$ cat src/rtl/alu_pkg.sv
// Shared ALU select codes and multiply sequencer state encoding.
package alu_pkg;

  localparam int unsigned DATA_W = 8;
  localparam int unsigned SEL_W  = 3;

  localparam logic [SEL_W-1:0] ALU_ADD  = 3'd0;
  localparam logic [SEL_W-1:0] ALU_NOT  = 3'd1;
  localparam logic [SEL_W-1:0] ALU_AND  = 3'd2;
  localparam logic [SEL_W-1:0] ALU_OR   = 3'd3;
  localparam logic [SEL_W-1:0] ALU_SRA  = 3'd4;
  localparam logic [SEL_W-1:0] ALU_SLL  = 3'd5;
  localparam logic [SEL_W-1:0] ALU_BEQ  = 3'd6;
  localparam logic [SEL_W-1:0] ALU_BNEQ = 3'd7;

  typedef enum logic [2:0] {
    IDLE  = 3'd0,
    TEST  = 3'd1,
    ADD   = 3'd2,
    SHIFT = 3'd3,
    DONE  = 3'd4
  } state_t;

endpackage

$ cat src/rtl/alu_mul_sched.sv
// Shift-and-add 8x8 multiply sequencer that borrows the shared datapath ALU,
// stalling the core while it owns it.
module alu_mul_sched
  import alu_pkg::*;
(
  input  logic              clk,
  input  logic              rst,
  input  logic              start,
  input  logic [DATA_W-1:0] op_a,
  input  logic [DATA_W-1:0] op_b,
  output logic              busy,
  output logic              done,
  output logic [DATA_W-1:0] product,
  input  logic [DATA_W-1:0] core_a,
  input  logic [DATA_W-1:0] core_b,
  input  logic [SEL_W-1:0]  core_sel,
  output logic [DATA_W-1:0] core_f,
  output logic              core_take_branch,
  output logic              core_stall,
  output logic [DATA_W-1:0] alu_a,
  output logic [DATA_W-1:0] alu_b,
  output logic [SEL_W-1:0]  alu_sel,
  input  logic [DATA_W-1:0] alu_f,
  input  logic              alu_take_branch
);

  state_t            state_q, state_n;
  logic [DATA_W-1:0] acc_q, acc_n;
  logic [DATA_W-1:0] m_q, m_n;
  logic [DATA_W-1:0] q_q, q_n;
  logic [DATA_W-1:0] product_q, product_n;
  logic              busy_q, done_q;
  logic [DATA_W-1:0] mul_a, mul_b;
  logic [SEL_W-1:0]  mul_sel;
  logic              core_owns;

  // State and datapath registers; busy/done are registered from the next state.
  always_ff @(posedge clk or posedge rst) begin
    if (rst) begin
      state_q   <= IDLE;
      acc_q     <= '0;
      m_q       <= '0;
      q_q       <= '0;
      product_q <= '0;
      busy_q    <= 1'b0;
      done_q    <= 1'b0;
    end else begin
      state_q   <= state_n;
      acc_q     <= acc_n;
      m_q       <= m_n;
      q_q       <= q_n;
      product_q <= product_n;
      busy_q    <= (state_n != IDLE);
      done_q    <= (state_n == DONE);
    end
  end

  // Next-state and ALU request for the multiply sequence.
  always_comb begin
    state_n   = state_q;
    acc_n     = acc_q;
    m_n       = m_q;
    q_n       = q_q;
    product_n = product_q;
    mul_a     = '0;
    mul_b     = '0;
    mul_sel   = ALU_ADD;
    unique case (state_q)
      IDLE: begin
        if (start) begin
          m_n     = op_a;
          q_n     = op_b;
          acc_n   = '0;
          state_n = TEST;
        end
      end
      TEST: begin
        mul_sel = ALU_BEQ;
        mul_a   = q_q;
        if (alu_take_branch) state_n = DONE;
        else if (q_q[0])     state_n = ADD;
        else                 state_n = SHIFT;
      end
      ADD: begin
        mul_sel = ALU_ADD;
        mul_a   = acc_q;
        mul_b   = m_q;
        acc_n   = alu_f;
        state_n = SHIFT;
      end
      SHIFT: begin
        mul_sel = ALU_SLL;
        mul_a   = m_q;
        m_n     = alu_f;
        q_n     = {1'b0, q_q[DATA_W-1:1]};
        state_n = TEST;
      end
      DONE: begin
        product_n = acc_q;
        state_n   = IDLE;
      end
      default: state_n = IDLE;
    endcase
  end

  // ALU ownership follows the state register, so reset hands it back at once.
  assign core_owns        = (state_q == IDLE);
  assign alu_a            = core_owns ? core_a   : mul_a;
  assign alu_b            = core_owns ? core_b   : mul_b;
  assign alu_sel          = core_owns ? core_sel : mul_sel;
  assign core_f           = core_owns ? alu_f    : '0;
  assign core_take_branch = core_owns ? alu_take_branch : 1'b0;

  assign busy       = busy_q;
  assign done       = done_q;
  assign core_stall = busy_q;
  assign product    = product_q;

endmodule
$ cat config.mk
export PLATFORM = sky130hd
export DESIGN_NAME = alu_mul_sched
export DESIGN_NICKNAME = d
export VERILOG_FILES = /design/src/rtl/alu_pkg.sv /design/src/rtl/alu_mul_sched.sv
export SDC_FILE = /design/constraint.sdc
export NUM_CORES = 1
export LEC_CHECK = 0
export CAP_MARGIN = 15
export CORE_MARGIN = 5
export CORE_UTILIZATION = 40
export CTS_CLUSTER_SIZE = 28
export DETAILED_ROUTE_END_ITERATION = 8
export GPL_TIMING_DRIVEN = 0
export MAX_ROUTING_LAYER = met4
export PLACE_DENSITY = 0.73
export SLEW_MARGIN = 20
export SYNTH_ARGS = -nofsm -noshare
export SYNTH_HDL_FRONTEND = slang
export SYNTH_SLANG_ARGS = --single-unit
$ cat constraint.sdc
create_clock -name clk -period 2.3 [get_ports clk]
set_input_delay 0.23 -clock clk [delete_from_list [all_inputs] [get_ports clk]]
set_output_delay 0.23 -clock clk [all_outputs]
set_load 0.02 [all_outputs]
; Yosys cells after proc, flatten, opt, wreduce, memory -nomap -nowiden
; Cells that the tools add are included.
[totals]
regBits = 37
latchBits = 0
ramBits = 0
rom_bits = 0
inputBits = 47
out_inout_bits = 39
elab_cells = 37
memories = 0
[op_classes]
addsub = 0
n_mul = 0
div_mod_pow = 0
n_lt_le_gt_ge = 0
n_eq_ne = 6
n_shift = 0
muxes = 18
n_bitwise = 0
n_reduce_logical = 6
[op_table]
columns = op, count
row1 = $mux 8, 7
row2 = $pmux 8 s2, 3
row3 = $pmux 8 s3, 1
row4 = $pmux 3 s4, 1
row5 = $mux 3, 3
row6 = $eq 3x2->1 const B, 2
row7 = $eq 3x3->1 const B, 2
row8 = $pmux 3 s2, 1
row9 = $reduce_and 2->1, 2
row10 = $reduce_bool 2->1, 2
row11 = $eq 3x1->1 const B, 1
row12 = $logic_not 3->1, 1
row13 = $reduce_bool 3->1, 1
row14 = $mux 1, 2
row15 = $ne 2x2->1 const B, 1

; Depth between registers and ports, before layout
; Gate-level depths: netlist of the first run.
[logic_depth]
depth_word = 4
depth_mapped = 6
mapped_depth_nobuf = 3

; Least setup slack after synthesis of the first run
; Ideal clock, no wire load.
[synth_timing]
path_kind = reg-to-output
from = reg state_q[0]
to = out alu_a[5]
arrival_ns = 1.488
required_time_ns = 2.070
slack_ns = 0.582
path_stages_with_launch = 5
path_buffers = 2
cell_sequence = dfrtp_1 buf_2 buf_4 mux4_2 and2_1
[synth_between]
elab_chain_cells = 3
word_cells_on_any_way = 6
classes_between = 3 x eq/ne / 2 x mux / 1 x reduce/logical
[synth_lines]
columns = item, line_no
row1 = start: declaration, alu_mul_sched.sv:27  ; state_t state_q, state_n;
row2 = start signal: assignment, alu_mul_sched.sv:48  ; state_q <= state_n;
row3 = $eq 3x2->1 or $eq 3x1->1 (tied branches), alu_mul_sched.sv:68  ; unique case (state_q)
row4 = $pmux 8 s3, alu_mul_sched.sv:68
row5 = $mux 8 (*), alu_mul_sched.sv:108  ; assign alu_a = core_owns ? core_a : mul_a;
row6 = end: declaration, alu_mul_sched.sv:20  ; output logic [DATA_W-1:0] alu_a,
; Every way passes the cells marked *; elsewhere a longest branch is shown, timed or not.

; Worst setup path in the final report of the first run
[layout_timing]
from = reg state_q[0]
to = out core_f[4]
[layout_between]
elab_chain_cells = 2
[layout_lines]
columns = item, line_no
row1 = $logic_not 3->1, alu_mul_sched.sv:107  ; assign core_owns = (state_q == IDLE);
row2 = $mux 8, alu_mul_sched.sv:111  ; assign core_f = core_owns ? alu_f : '0;
row3 = end: declaration, alu_mul_sched.sv:17  ; output logic [DATA_W-1:0] core_f,
; No other way between the ends.

==> qor.txt, run 1 <==
outcome - completed
worst r2r src - state_q[1]
final hold vios - 0
register area - 926 um^2
CP Max Fanout - 10
Skew-Pair Late Insertion Delay - 0.28 ns
vias - 1721
Synth Flop Type - dfrtp_1
grt ovf - 0
Die Wd - 79.7 um
compound-cell area share of the yosys netlist - 0.203
largest net degree at the start of global routing - 30
CP startpoint - state_q[0]
vias in the first global route - 1771
mean routed wirelength per cell - 17.9 um
leakage - 0.00138 uW
Die Ht - 79.7 um
Initial DRC Count - 92
cell count after placement - 314
# IOs - 86
proportion of layout cells with a drive suffix above 1 - 0.164
Yosys warning count - 0
Clock Path Buffers - 2
main combinational cell family by area after synthesis - compound AO/OA/AOI/OAI gates
Post-CTS Hold Fix Bufs - 0
Post-synth EDFFs - 0
CTS H-Tree Depth - 2
gp weighted congestion - 0.797
Post-Place Setup Slack - -0.311 ns
Initial Util - 0.411
Synth Net Count - 208
fin util - 0.642
FFs w/ async S/R, synth - 1.00
# nets final - 303
Post-Synth XOR/XNOR Area - 0
type of the worst min-delay path - input pin to asynchronous set/reset pin
Setup CP Type - flip-flop to output port
Antenna Cells - 0
Clk pin slew, worst setup/hold paths - 0.07 ns
Post-Synth Adder-Cell Area - 0
final WL - 5.79 mm
post-route insts no fill - 323
RSZ-0062 raised after global routing - no
Synth area leader - dfrtp_1
sequential area share after synthesis - 0.476
Global Route Usage Sum - 0.194
Cell variety after synth - 25
Std-Cell Rows - 25
initial antenna violation count - 0
CP required - 2.07 ns
mux cell area share after synthesis - 0.155
HPWL Detailed - 4.29 mm
PnR Total Power - 4140 uW
Post-route DRC - 0
gate count of the mapped netlist - 161
root cell of the clock tree - clkbuf_8
PD cells - 1370 nW/um^2
Yosys reg bits - 37
final slew viol count - 0
number of buffers created by CTS - 5
Core Area - 4720 um^2
Die ar. - 6350 um^2
Avg Cell Area, Syn - 12.1 um^2
slew margin rel. - 0.466
CTS tree - built
Final Critical Period - 2.19 ns
Vias/cell - 5.33
post-route ant nets - 0
CP startpoint kind - flip-flop
Worst Setup End Kind - output port
Final Worst Setup Slack - 0.107 ns
Layout area overhead - 56.0%
Filler cells - 379
cell with the most instances after synthesis - dfrtp_1
synthesized cell area - 1940 um^2
Initial DRT Pass Iterations - 4
first-pass GRT wire length - 9.08 mm
crit path DAT - 1.96 ns
post-synth top area share - 0.476
skew final - 0.00349 ns
Commonest cells post-synth - dfrtp_1, and2_1, a22o_1
largest cells by area after synthesis - dfrtp_1, mux4_2, a22o_1
area of the multi-input gates - 928 um^2
CTS sink cnt - 37
final worst-path cycle share - 0.954
Port Buffers - 85
Worst Tran Pin Value - 0.801 ns
maximum clock rate - 456 MHz
# setup viols final - 0
maximum vdd drop - 558 uV
simple-gate area share of the yosys netlist - 0.117
Hold WS - 0.170 ns
Max Cap Viol - 0
sequential cells by signal, indices dropped and copies added, names as in the netlist:
name,count
busy,1
state_q,3
acc_q,8
product,8
q_q,8
done,1
m_q,8
worst max-delay path, stage by stage (launching register included):
cell           delay (ns)
dfrtp_1              0.41
buf_12               0.16
nor3_1               0.25
buf_4                0.17
clkbuf_4             0.20
and2_1               0.15
dlygate4sd2_1        0.33
where the power goes:
group	switching, uW	leakage [uW]	internal, uW
sequential	201	0.000451	920
combinational	1270	0.000881	1300
clock	210	0.0000443	238
total	1680	0.00138	2460
cell families after synthesis:
group,count (synthesis)
AOI/OAI and AO/OA,50
buffers and inverters,17
DFF,37
and+or+nand+nor,38
muxes,19
timing repair:
action                                  CTS  global route
resized for setup                        30             9
buffers inserted                          1             1
endpoints found under the setup margin   26            17
final cells by class:
cell class,count,share of cell area
clock buffer,7,0.0285
tap,67,0.0277
buffer,14,0.0396
multi-input combinational,107,0.306
inverter,3,0.00371
timing repair buffer,88,0.289
sequential,37,0.305
per-layer routing:
metal | vias up | GRT usage | wire [um]
li1 | 797 | - | -
met1 | 853 | 0.243 | 2470
met2 | 61 | 0.311 | 2870
met3 | 10 | 0.0440 | 327
met4 | 0 | 0.0653 | 116
met5 | - | - | 0
layout by cell type (no fill, tap or decap), types with 2 or more instances in the layout:
master	netlist	routed
clkdlybuf4s50_1	0	59
dfrtp_1	37	37
dlygate4sd2_1	0	20
and2_1	17	17
a22o_1	16	16
o22a_1	13	13
o21a_1	13	13
buf_4	4	9
mux2_2	8	8
mux4_2	8	8
nor2_1	6	6
clkbuf_8	0	6
dlymetal6s2s_1	0	6
a21oi_1	5	5
nor3_1	4	4
nand2_1	4	4
mux2i_1	3	3
buf_2	7	2
buf_12	0	2
clkbuf_1	2	2
inv_1	3	2
nand3_1	2	2
o21ai_0	2	2
final timing paths:
path / to / slack, ns / cells after the start
min in group clk: product[1] / 0.51 / 1
max reg2reg: acc_q[3] / 0.47 / 5
min: product[6] / 0.17 / 2
max: core_f[4] / 0.11 / 6
max in group asynchronous: acc_q[0] / 1.72 / 3
min reg2reg: product[1] / 0.51 / 1
per-stage QoR:
stage | area, um^2 | TNS [ns]
after floorplan | 1940 | 0
after global placement | 2880 | -4.69
after detailed placement | 2900 | -4.72
after CTS | 3000 | 0
after global routing | 3030 | 0
final | 3030 | 0
(Power assumes the default switching activity.)
==> run 2, diff against run 1 <==
--- a/config.mk
+++ b/config.mk
@@ -8,11 +8,11 @@
 export CAP_MARGIN = 15
 export CORE_MARGIN = 5
 export CORE_UTILIZATION = 40
-export CTS_CLUSTER_SIZE = 28
 export DETAILED_ROUTE_END_ITERATION = 8
+export DONT_BUFFER_PORTS = 1
 export GPL_TIMING_DRIVEN = 0
 export MAX_ROUTING_LAYER = met4
-export PLACE_DENSITY = 0.73
+export PLACE_DENSITY = 0.5
 export SLEW_MARGIN = 20
 export SYNTH_ARGS = -nofsm -noshare
 export SYNTH_HDL_FRONTEND = slang
==> qor.txt, run 2 (synthesis results as in run 1) <==
Worst Setup End Kind - output port
Filler cells - 438
Hold Crit Endpoint - busy
final WL - 5.64 mm
maximum vdd drop - 568 uV
critical path's slowest cell - dfrtp_1
Core Area - 4720 um^2
slowest stage delay, CP - 0.38 ns
root cell of the clock tree - clkbuf_8
commonest non-fill, non-tap cell in the layout - dfrtp_1
most frequent cells in the layout - dfrtp_1, and2_1, a22o_1
skew final - 0.00443 ns
hold depth - 1
number of buffers created by CTS - 5
slew margin rel. - 0.390
setup slack, reg-to-reg - 0.45 ns
final instance area - 2170 um^2
reg2reg path depth - 4
Port Buffers - 0
Skew-Pair Late Insertion Delay - 0.29 ns
crit path DAT - 1.90 ns
HPWL Detailed - 4.05 mm
Vias/cell - 6.00
gp weighted congestion - 0.750
Std-Cell Rows - 25
vias - 1439
CTS H-Tree Depth - 2
Hold WS - 0.0679 ns
Setup CP Type - flip-flop to output port
Post-Place Cell Area - 2050 um^2
final hold vios - 0
Worst Tran Pin Value - 0.915 ns
Global Route Usage Sum - 0.191
maximum clock rate - 469 MHz
leakage - 0.000919 uW
PnR Total Power - 3530 uW
Clk pin slew, worst setup/hold paths - 0.08 ns
final slew viol count - 0
RSZ-0062 raised after global routing - no
Initial DRT Pass Iterations - 4
Die ar. - 6350 um^2
Die Wd - 79.7 um
Die Ht - 79.7 um
post-route ant nets - 0
grt ovf - 0
crit path cell chain - clkbuf_4 -> nor3_2 -> clkbuf_4 -> clkbuf_4 -> and2_1
worst r2r src - state_q[0]
Antenna Cells - 0
CP required - 2.07 ns
initial antenna violation count - 0
Initial Util - 0.411
CP Max Fanout - 10
Final Critical Period - 2.13 ns
vias in the first global route - 1523
CTS tree - built
CTS sink cnt - 37
mean routed wirelength per cell - 23.5 um
# setup viols final - 0
# IOs - 86
largest net degree at the start of global routing - 29
proportion of layout cells with a drive suffix above 1 - 0.254
PD cells - 1620 nW/um^2
hold_sp - start
reg2reg end - product[4]
final worst-path cycle share - 0.926
type of the worst min-delay path - input pin to flip-flop
outcome - completed
Post-route DRC - 0
Layout area overhead - 11.9%
Initial DRC Count - 97
Top cell by count, worst path - clkbuf_4
Clock Path Buffers - 2
setup TNS - 0 ns
# nets final - 219
Max Cap Viol - 0
CP startpoint kind - flip-flop
first-pass GRT wire length - 8.72 mm
[run 2: cell types whose count changed in the layout (fill, tap and decap cells not counted), sizes merged]
cell	change
clkdlybuf4s50	-59
dlygate4sd2	-20
dlymetal6s2s	-6
buf	-2
clkinv	+2
clkbuf	+1
dlygate4sd3	+1
[run 2: per-layer routing]
layer	track usage	vias up	wire length, um
li1	-	628	-
met1	0.225	741	2290
met2	0.316	66	2890
met3	0.0576	4	418
met4	0.0533	0	45
met5	-	-	0
[run 2: area by class of cell]
type / instances / area (um^2) / area share
Tap cell: 67 / 83.8 / 0.0385
Buffer: 14 / 92.6 / 0.0426
Clock buffer: 6 / 72.6 / 0.0334
Clock inverter: 2 / 10.0 / 0.00460
Multi-Input combinational cell: 107 / 933 / 0.429
Inverter: 3 / 11.3 / 0.00518
Timing Repair Buffer: 4 / 45.0 / 0.0207
Sequential cell: 37 / 926 / 0.426
[run 2: worst max-delay path: cells and delay by family, from the launching register on]
family	cells	cell delay, ns
buffers and inverters	3	0.74
DFF	1	0.38
and+or+nand+nor	2	0.49
[run 2: how the worst max path moves through the flow]
stage | startpoint | to | slack, ns | depth (start not counted)
2_1_floorplan | state_q[0] | alu_a[5] | 0.58 | 4
3_3_place_gp | state_q[0] | core_f[4] | 0.16 | 5
3_5_place_dp | state_q[0] | core_f[0] | 0.14 | 5
4_1_cts | state_q[1] | alu_b[7] | 0.005 | 4
5_1_grt | state_q[0] | core_f[7] | 0.06 | 5
6_report | state_q[0] | core_f[3] | 0.17 | 5
[run 2: report_power, final]
group | internal [uW] | switching (uW)
sequential | 920 | 262
combinational | 779 | 1120
clock | 210 | 234
[run 2: per-stage QoR]
stage               cells  worst slack, ns   util
floorplan             161            0.582      -
global placement      228            0.162  0.429
detailed placement    229            0.143  0.433
CTS                   238          0.00458  0.455
global route          240           0.0604  0.460
finish                240            0.170  0.460
[run 2: repair_timing]
item,in CTS,in global routing
endpoints found under the setup margin,17,18
setup buffers,0,2
gates resized for setup,2,5
endpoints found under the hold margin,9,0
hold buffers,1,0
==> run 3, diff against run 2 <==
--- a/config.mk
+++ b/config.mk
@@ -5,8 +5,8 @@
 export SDC_FILE = /design/constraint.sdc
 export NUM_CORES = 1
 export LEC_CHECK = 0
+export ABC_CLOCK_PERIOD_IN_PS = 2300
 export CAP_MARGIN = 15
-export CORE_MARGIN = 5
 export CORE_UTILIZATION = 40
 export DETAILED_ROUTE_END_ITERATION = 8
 export DONT_BUFFER_PORTS = 1
==> qor.txt, run 3 (synthesis results as in run 1) <==
outcome - completed
vias - 1416
proportion of layout cells with a drive suffix above 1 - 0.244
setup slack, reg-to-reg - 0.41 ns
post-route ant nets - 0
GRT met3 Usage - 0.0563
CP startpoint kind - flip-flop
CTS tree - built
Initial DRT Pass Iterations - 4
post-route insts no fill - 224
CP required - 2.07 ns
Vias/cell - 6.32
Core Area - 4500 um^2
# IOs - 86
routing usage on met2 - 0.323
most frequent cells in the layout - dfrtp_1, and2_1, a22o_1
slowest stage delay, CP - 0.39 ns
slew margin rel. - 0.445
Setup CP Type - flip-flop to output port
number of buffers created by CTS - 5
largest net degree at the start of global routing - 35
Global Route Usage Sum - 0.220
GR peak layer - met2
type of the worst min-delay path - input pin to flip-flop
crit path DAT - 1.93 ns
commonest non-fill, non-tap cell in the layout - dfrtp_1
Die Wd - 71.7 um
# nets final - 218
hold_sp - start
first-pass GRT wire length - 7.98 mm
gp weighted congestion - 0.785
worst r2r src - state_q[1]
Antenna Cells - 0
skew final - 0.00529 ns
mean routed wirelength per cell - 22.9 um
CP startpoint - state_q[0]
reg2reg end - acc_q[2]
met1 usage - 0.292
vias in the first global route - 1450
Skew-Pair Late Insertion Delay - 0.29 ns
grt ovf - 0
hold depth - 1
CP Max Fanout - 10
PD cells - 1630 nW/um^2
leakage - 0.000912 uW
CTS sink cnt - 37
Initial DRC Count - 94
crit path cell chain - clkbuf_4 -> nor3_1 -> buf_4 -> clkbuf_2 -> and2_1
Port Buffers - 0
Hold Crit Endpoint - busy
Die ar. - 5140 um^2
Initial Util - 0.431
final instance area - 2140 um^2
maximum vdd drop - 527 uV
RSZ-0062 raised after global routing - no
Clk pin slew, worst setup/hold paths - 0.07 ns
Worst Setup End Kind - output port
# setup viols final - 0
cell count after placement - 214
Die Ht - 71.7 um
final worst-path cycle share - 0.939
Final Critical Period - 2.16 ns
Post-Place Cell Area - 2030 um^2
Std-Cell Rows - 24
critical path's slowest cell - dfrtp_1
root cell of the clock tree - clkbuf_8
setup TNS - 0 ns
final slew viol count - 0
final WL - 5.14 mm
HPWL Detailed - 3.75 mm
reg2reg path depth - 5
Clock Path Buffers - 2
maximum clock rate - 463 MHz
Max Cap Viol - 0
Post-route DRC - 0
final hold vios - 0
Worst Tran Pin Value - 0.833 ns
initial antenna violation count - 0
CTS H-Tree Depth - 2
Layout area overhead - 10.2%
-- run 3: cell type report --
class                      count  area (um^2)
tap                           52         65.1
sequential                    37          926
fill                         424         2360
inverter                       3         11.3
clock inverter                 2         10.0
buffer                        14         90.1
timing repair buffer           3         37.5
multi-input combinational    107          928
clock buffer                   6         72.6
-- run 3: critical path, delay by kind of cell (launching register included) --
kind          cells  cell delay, ns
buf+inv           3            0.71
flops             1            0.39
simple gates      2            0.54
-- run 3: how the worst max path moves through the flow --
stage           endpoint  depth (start not counted)
5_1_grt        core_f[6]                          5
2_1_floorplan   alu_a[5]                          4
3_3_place_gp   core_f[0]                          5
3_5_place_dp   core_f[1]                          5
6_report       core_f[1]                          5
4_1_cts        core_f[1]                          5
-- run 3: timing repair --
action / 4_1_cts / 5_1_grt
hold buffers: 1 / 0
setup buffers: 0 / 1
pin swaps: 0 / 0
endpoints found under the hold margin: 37 / 0
resized for setup: 2 / 3
setup endpoints to repair: 17 / 18
-- run 3: power by group --
| part | internal [uW] | leakage (uW) | switching (uW) |
|---|---|---|---|
| combinational | 765 | 0.000417 | 1080 |
| clock | 210 | 0.0000450 | 229 |
| sequential | 920 | 0.000451 | 273 |
| total | 1890 | 0.000912 | 1590 |
-- run 3: through the flow --
step                total power (uW)  hold slack, ns  setup WS, ns  utilization
floorplan                       2670           0.355         0.582            -
global placement                2990           0.363         0.263        0.446
detailed placement              3030        -0.00370         0.218        0.450
CTS                             3490          0.0542        0.0423        0.473
global route                    3700          0.0577        0.0155        0.475
finish                          3480          0.0582         0.141        0.475
-- run 3: routing by layer --
metal / share of wire / vias to the layer above / wire [um]
met2: 0.49 / 75 / 2510
li1: - / 625 / -
met5: 0 / - / 0
met4: 0.0060 / 0 / 31
met3: 0.076 / 4 / 389
met1: 0.43 / 712 / 2210
